<file path="config.mk">
export PLATFORM = sky130hd
export DESIGN_NAME = fir_mac_bank
export DESIGN_NICKNAME = d
export VERILOG_FILES = /design/src/rtl/fir_mac_bank.sv
export SDC_FILE = /design/constraint.sdc
export NUM_CORES = 1
export LEC_CHECK = 0
export BUFFER_PORTS_ARGS = -buffer_cell sky130_fd_sc_hd__buf_2
export CORE_ASPECT_RATIO = 1.75
export CORE_MARGIN = 5
export CORE_UTILIZATION = 55
export CTS_CLUSTER_DIAMETER = 50
export DETAILED_ROUTE_END_ITERATION = 8
export GPL_TIMING_DRIVEN = 0
export HOLD_SLACK_MARGIN = 0.08
export PLACE_DENSITY_LB_ADDON = 0.25
export SYNTH_ARGS = -nofsm -noshare
export SYNTH_HDL_FRONTEND = slang
export SYNTH_SLANG_ARGS = --single-unit
</file>
<file path="constraint.sdc">
create_clock -name clk -period 20.1 [get_ports clk]
set_input_delay 4.02 -clock clk [delete_from_list [all_inputs] [get_ports clk]]
set_output_delay 4.02 -clock clk [all_outputs]
set_load 0.005 [all_outputs]
</file>
<file path="src/rtl/fir_mac_bank.sv">
// fir_mac_bank: single-channel FIR, one serial multiply-accumulate per clock, BANKS writable coefficient sets.
// Define FIR_SAT_EN to saturate the output and add out_sat; without it the output wraps to OUT_W bits.
module fir_mac_bank #(
  parameter  int DATA_W = 8,
  parameter  int COEF_W = 8,
  parameter  int TAPS   = 16,
  parameter  int BANKS  = 4,
  parameter  int OUT_W  = 8,
  parameter  int SHIFT  = 7,
  localparam int BANK_W = (BANKS > 1) ? $clog2(BANKS) : 1,
  localparam int TAP_W  = $clog2(TAPS)
) (
  input  logic                     clk,
  input  logic                     rst_n,
  input  logic                     in_valid,
  output logic                     in_ready,
  input  logic signed [DATA_W-1:0] in_data,
  input  logic [BANK_W-1:0]        bank_sel,
  input  logic                     coef_we,
  input  logic [BANK_W-1:0]        coef_bank,
  input  logic [TAP_W-1:0]         coef_addr,
  input  logic signed [COEF_W-1:0] coef_wdata,
  output logic                     out_valid,
  output logic signed [OUT_W-1:0]  out_data,
`ifdef FIR_SAT_EN
  output logic                     out_sat,
`endif
  output logic                     busy
);

  localparam int PROD_W = DATA_W + COEF_W;
  localparam int ACC_W  = DATA_W + COEF_W + TAP_W;
  localparam int RND_W  = ACC_W + 1;
  // Half an output LSB, added before the shift so the result rounds half up.
  localparam logic signed [RND_W-1:0] RND_C = (RND_W'(1) << SHIFT) >> 1;
`ifdef FIR_SAT_EN
  localparam logic signed [RND_W-1:0] OUT_MAX = RND_W'(2 ** (OUT_W - 1) - 1);
  localparam logic signed [RND_W-1:0] OUT_MIN = ~OUT_MAX;
`endif

  typedef enum logic [1:0] {
    S_IDLE,
    S_MAC,
    S_OUT
  } state_e;

  state_e                     state_q, state_d;
  logic signed [DATA_W-1:0]   line_q [TAPS];
  logic signed [DATA_W-1:0]   line_d [TAPS];
  logic signed [COEF_W-1:0]   coef_q [BANKS][TAPS];
  logic signed [COEF_W-1:0]   coef_d [BANKS][TAPS];
  logic signed [ACC_W-1:0]    acc_q, acc_d;
  logic [TAP_W-1:0]           tap_q, tap_d;
  logic [BANK_W-1:0]          bank_q, bank_d;
  logic                       out_valid_q, out_valid_d;
  logic signed [OUT_W-1:0]    out_data_q, out_data_d;
`ifdef FIR_SAT_EN
  logic                       out_sat_q, out_sat_d;
`endif

  logic signed [COEF_W-1:0]   mac_coef;
  logic signed [PROD_W-1:0]   prod;
  logic signed [RND_W-1:0]    rnd_val;
  logic signed [RND_W-1:0]    r_val;
  logic                       wr_ok;

  // NOTE: every signal written here gets its default first, so no path leaves one unassigned and no latch is inferred.
  always_comb begin
    state_d     = state_q;
    line_d      = line_q;
    coef_d      = coef_q;
    acc_d       = acc_q;
    tap_d       = tap_q;
    bank_d      = bank_q;
    out_valid_d = 1'b0;
    out_data_d  = out_data_q;
`ifdef FIR_SAT_EN
    out_sat_d   = out_sat_q;
`endif

    // An out-of-range bank reads as all-zero coefficients.
    mac_coef = (int'(bank_q) < BANKS) ? coef_q[bank_q][tap_q] : '0;
    prod     = PROD_W'(line_q[tap_q]) * PROD_W'(mac_coef);
    rnd_val  = RND_W'(acc_q) + RND_C;
    r_val    = rnd_val >>> SHIFT;
    wr_ok    = coef_we && (int'(coef_bank) < BANKS) && (int'(coef_addr) < TAPS);

    unique case (state_q)
      S_IDLE: begin
        if (in_valid) begin
          line_d[0] = in_data;
          for (int k = 1; k < TAPS; k++) line_d[k] = line_q[k-1];
          bank_d  = bank_sel;
          acc_d   = '0;
          tap_d   = '0;
          state_d = S_MAC;
        end
      end
      S_MAC: begin
        acc_d = acc_q + ACC_W'(prod);
        tap_d = tap_q + TAP_W'(1);
        if (tap_q == TAP_W'(TAPS - 1)) state_d = S_OUT;
      end
      S_OUT: begin
        out_valid_d = 1'b1;
`ifdef FIR_SAT_EN
        if (r_val > OUT_MAX) begin
          out_data_d = OUT_MAX[OUT_W-1:0];
          out_sat_d  = 1'b1;
        end else if (r_val < OUT_MIN) begin
          out_data_d = OUT_MIN[OUT_W-1:0];
          out_sat_d  = 1'b1;
        end else begin
          out_data_d = r_val[OUT_W-1:0];
          out_sat_d  = 1'b0;
        end
`else
        out_data_d = r_val[OUT_W-1:0];
`endif
        state_d = S_IDLE;
      end
      default: state_d = S_IDLE;
    endcase

    // The MAC above reads coef_q, so a write to the tap being read lands after that read.
    if (wr_ok) coef_d[coef_bank][coef_addr] = coef_wdata;
  end

  // NOTE: state flops use non-blocking assignments so every flop samples pre-edge values regardless of process order.
  always_ff @(posedge clk or negedge rst_n) begin
    if (!rst_n) begin
      state_q     <= S_IDLE;
      acc_q       <= '0;
      tap_q       <= '0;
      bank_q      <= '0;
      out_valid_q <= 1'b0;
      out_data_q  <= '0;
`ifdef FIR_SAT_EN
      out_sat_q   <= 1'b0;
`endif
      for (int k = 0; k < TAPS; k++) line_q[k] <= '0;
      // NOTE: the coefficient store is deliberately reset, so it stays in flops rather than a RAM macro.
      for (int b = 0; b < BANKS; b++) begin
        for (int k = 0; k < TAPS; k++) coef_q[b][k] <= '0;
      end
    end else begin
      state_q     <= state_d;
      line_q      <= line_d;
      coef_q      <= coef_d;
      acc_q       <= acc_d;
      tap_q       <= tap_d;
      bank_q      <= bank_d;
      out_valid_q <= out_valid_d;
      out_data_q  <= out_data_d;
`ifdef FIR_SAT_EN
      out_sat_q   <= out_sat_d;
`endif
    end
  end

  assign in_ready  = (state_q == S_IDLE);
  assign busy      = (state_q != S_IDLE);
  assign out_valid = out_valid_q;
  assign out_data  = out_data_q;
`ifdef FIR_SAT_EN
  assign out_sat   = out_sat_q;
`endif

endmodule

</file>
## After elaboration in Yosys (flattened, before gate mapping)

Index checks and enable logic that the tools add are counted.

- Register bits after elaboration: 677
- Bits of input ports: 28
- Output and inout bits: 11
- Logic and storage cells: 135

- Add/subtract/negate cells: 3
- Multiply operators: 1
- Order comparisons: 6
- Equality and inequality tests: 5
- Mux-type cells: 22
- Bitwise logic cells: 4
- Reduce and logical (&&, ||, !) cells: 8

Operator list:

| kind | number |
|---|---|
| $bwmux 512 | 1 |
| $mux 128 | 3 |
| $bmux 128 s2 | 1 |
| $demux 128 s2 | 1 |
| $bmux 8 s4 | 2 |
| $mux 8 | 5 |
| $pmux 20 s2 | 1 |
| $demux 8 s4 | 1 |
| $add 20x16->20 | 1 |
| $mux 20 | 1 |
| $mul 8x8->16 | 1 |
| $add 15x8->15 const B | 1 |
| $ge 5x5->1 const B | 2 |
| $not 4->5 | 2 |
| $pmux 4 s2 | 1 |
| $ge 3x3->1 const B | 2 |
| $not 2->3 | 2 |
| $reduce_and 2->1 | 3 |
| $lt 5x1->1 const B | 1 |
| $add 4x1->4 const B | 1 |
| $eq 4x4->1 const B | 1 |
| $mux 2 | 2 |
| $mux 4 | 1 |
| $ne 2x2->1 const B | 2 |
| other kinds (8) | 10 |

## Logic depth before layout (Yosys ltp)

- Word-level depth: 10
- Depth in mapped cells: 30
- Mapped depth without buffers: 26

## Least setup slack after synthesis

OpenSTA, ideal clock, no wires.

- Kind: register to register
- Start: register tap_q[0]
- End: register acc_q[13]
- Library setup time: 69 ps
- Arrival time: 6822 ps
- Required time: 20031 ps
- Path slack: 13209 ps
- Cell stages (with the launch flop): 25
- Path buffers: 3
- Period minus slack after synthesis: 6891 ps
- Path through: dfrtp_1 > buf_2 > buf_2 > inv_2 > clkbuf_1 > mux2i_1 > a221oi_1 > o21ai_0 > a21oi_1 > inv_1 > fa_1 > inv_1 > fa_1 > fa_1 > fa_1 > fa_1 > ha_1 > inv_1 > o21ai_0 > a21oi_1 > o21bai_1 > a21o_1 > a21oi_1 > or4b_2 > nand3_1

- Cells in the longest elaborated chain, start to end: 7
- Elaborated cells between the ends (all ways): 10
- Those cells by class: add/sub: 1; mul: 1; mux: 7; bitwise: 1

Ends and longest elaborated chain:

| element | RTL line | text |
|---|---|---|
| start, declared | 53 | `logic [TAP_W-1:0] tap_q, tap_d;` |
| start signal, assigned | 151 | `tap_q <= tap_d;` |
| $not 4->5 (not written as such) * | 82, 83 |  |
| $bmux 8 s4, on equally long branches | 83, 82 |  |
| $mux 8, on equally long branches (2 in a row) | 83, 82 |  |
| $mul 8x8->16 * | 83 | `prod = PROD_W'(line_q[tap_q]) * PROD_W'(mac_coef);` |
| $add 20x16->20 * | 100 | `acc_d = acc_q + ACC_W'(prod);` |
| $pmux 20 s2 * | 88 | `unique case (state_q)` |
| end signal, assigned | 133 | `acc_q <= '0;` |
| end signal, assigned | 150 | `acc_q <= acc_d;` |
| end, declared | 52 | `logic signed [ACC_W-1:0] acc_q, acc_d;` |

Mark *: on every way between the ends. The rest lies on a longest branch, timed or not. The select of a mux whose other input is x is not followed.
A chain may end at the register's enable or synchronous reset.

## Worst setup path after layout

Same ends and word-level chain as after synthesis.

==> flow_metrics.tcl <==
set metrics [dict create \
    grt_util_met2_pct 52.0 \
    cts_resized 0 \
    syn-cell-area_um2 33200 \
    hold_start "out_data[5]" \
    cp.arrival_ns 9.39 \
    ios 39 \
    holdBufCountCts 0 \
    cts_setup_buffers 0 \
    io_buffers 28 \
    min_path_cells 2 \
    grt_busiest_layer "met2" \
    cts_max_level 2 \
    status "finished, final reports clean" \
    syn_nets 2366 \
    wl_um 94700 \
    r2r-start "tap_q[0]" \
    num_rows 119 \
    grt_use_met3_pct 3.27 \
    cp_max_fo 10 \
    grtUsageTotal_pct 29.2 \
    hold_class "register to register" \
    detail-route-antenna-nets 0 \
    hold_end "out_data[5]" \
    chipWidth_um 196 \
    worst_r2r_path_depth 24 \
    core-area_um2 60000 \
    fmax_mhz 113 \
    crit_path_start_kind "register" \
    cts_inserted_buffers 60 \
    layout-drive-gt1-share_pct 41.0 \
    worstMarginPinSlew_ns 1.16 \
    yosysWarnings 0 \
    synthFlopType "dfrtp_1" \
    clk_latency_ns 0.63 \
    wl_per_cell_um 30.0 \
    start_util_pct 55.3 \
    synth.distinct_cells 60 \
    synth-edff-count 0 \
    gp_congestion 0.906 \
    critical_path_class "register to register" \
    clkTransAtPathRegs_ns 0.06 \
    drc_errors 0 \
    ys_seq_area_share_pct 50.7 \
    die_height_um 335 \
    max_slew_margin_pct 22.6 \
    r2r-end "acc_q[13]" \
    period_share_pct 44.0 \
    cp-end-kind "register" \
    die_area_um2 65500 \
    cts_tree "built" \
    max_cap_viol_count 0 \
    syn_to_final_growth_pct 9.89 \
    drtPass1Iterations 5 \
    hold_violations 0 \
    drv_slew 0 \
    drt-initial-drc-count 1514 \
    grt.overflow.total 0 \
    grt_setup_unrepaired "no" \
    nNetsFinal 2461 \
    r2r_setup_slack_ns 11.26 \
    ys_ff_latch 672 \
    cts_sinks 672 \
    grt_pass1_wl_um 142000 \
    tns_ns 0 \
    vias 20185 \
    netlist_instances 2236 \
    skew_ns 0.0217 \
    finalSetupViolCount 0 \
    avgSynthCellArea_um2 14.8 \
    antenna_found_initial 0 \
    layout_min_cycle_time_ns 8.84 \
    met1_usage_pct 33.0 \
    clk_path_buf_depth 3 \
    grt_pass1_vias 22116 \
    worstPathRequired_ns 20.65 \
    grt_max_degree 133 \
    synthArstFlopShare_pct 100 \
    dpl.hpwl_um 68100 \
    via_per_inst 6.39 \
    cts-root-buf "clkbuf_16" \
]
## per-layer routing
layer / part of all wire (%) / routed length, um
met2: 53 / 49900
met5: 0 / 0
met4: 8.4 / 7910
met1: 35 / 32700
met3: 4.4 / 4150
## layout by cell type (no fill, tap or decap), drive strengths merged, types with 7 or more instances in the layout
cell and count:
xnor2 18, nand3 10, fa 66, and2 20, xor2 7, a221oi 25
clkbuf 182, a22oi 12, dfrtp 672, mux2i 56, buf 80, ha 36
nand2b 11, nor3 8, mux2 644, o21ai 31, mux4 160, a21oi 23
clkinv 12, nand2 112, nor2 39, o22ai 11, inv 75
## synthesized netlist by cell type, drive strengths merged, types with 6 or more instances
master | count | area, um2
xnor2 | 18 | 158
xor2 | 7 | 61.3
mux2i | 56 | 561
o21ai | 31 | 155
nand3 | 10 | 50.1
mux4 | 160 | 3640
clkbuf | 96 | 360
a221oi | 25 | 236
nand2 | 112 | 420
mux2 | 644 | 7250
inv | 73 | 274
buf | 47 | 302
a22oi | 12 | 90.1
or2 | 6 | 37.5
and2 | 20 | 125
nand2b | 11 | 68.8
ha | 36 | 450
o22ai | 11 | 75.1
dfrtp | 672 | 16800
nor3 | 8 | 40.0
fa | 66 | 1320
a21oi | 23 | 115
nor2 | 39 | 146
and3 | 6 | 37.5
## registers in the layout, summed over array words and instances (netlist names)
signal	count
tap_q	4
bank_q	2
acc_q	15
out_valid	1
out_data	8
coef_q	512
state_q	2
line_q	128
## cell type report
type	count	area, um2
clock inverter	19	278
multi-input combinational	1347	15400
fill	4562	23600
timing repair buffer	33	288
buffer	143	662
clock buffer	86	1730
inverter	74	278
antenna	1	2.50
tap	786	983
sequential	672	16800
## per-stage QoR
| step | instance area (um2) | instances | util [%] | hold slack, ns | setup slack, ns |
|---|---|---|---|---|---|
| 3_3_place_gp | 34300 | 3050 | 57.1 | 0.459 | 1.84 |
| 6_report | 36400 | 3161 | 60.7 | 0.475 | 11.26 |
| 2_1_floorplan | 33200 | 2236 | - | 0.470 | 13.21 |
| 3_5_place_dp | 34400 | 3055 | 57.4 | 0.465 | 11.39 |
| 4_1_cts | 36400 | 3160 | 60.7 | 0.479 | 11.35 |
| 5_1_grt | 36400 | 3160 | 60.7 | 0.510 | 10.80 |
## logic make-up after synthesis
group,after synthesis,synth area share (%)
AOI/OAI and AO/OA,131,2.75
DFF,672,50.7
and+or+nand+nor,229,3.18
muxes,860,34.5
xor gates and xnor gates,25,0.660
buffers and inverters,217,2.83
adders and majority gates,102,5.34
## worst max path at each step
stage	slack (ns)	to	from
finish	11.26	acc_q[13]	tap_q[0]
global route	10.80	acc_q[14]	tap_q[0]
CTS	11.35	acc_q[13]	tap_q[0]
detailed placement	11.39	acc_q[13]	tap_q[0]
global placement	1.84	coef_q[56]	rst_n
floorplan	13.21	acc_q[13]	tap_q[0]
## critical path, cell delays in order (launching register included)
cell,delay (ns)
dfrtp_1,0.43
buf_2,0.26
buf_2,0.31
inv_2,0.35
clkbuf_1,0.85
mux2i_1,0.29
a221oi_1,0.63
o21ai_0,0.21
a21oi_1,0.95
inv_1,0.14
fa_1,0.52
inv_1,0.05
fa_1,0.48
fa_1,0.56
fa_1,0.43
fa_1,0.47
ha_1,0.30
inv_1,0.06
o21ai_0,0.17
a21oi_1,0.13
o21bai_1,0.15
a21o_1,0.17
a21oi_1,0.09
or4b_2,0.63
nand3_1,0.10
Power is not shown: default switching activity piles up to over one toggle a cycle in this logic, so the estimate is an artifact.
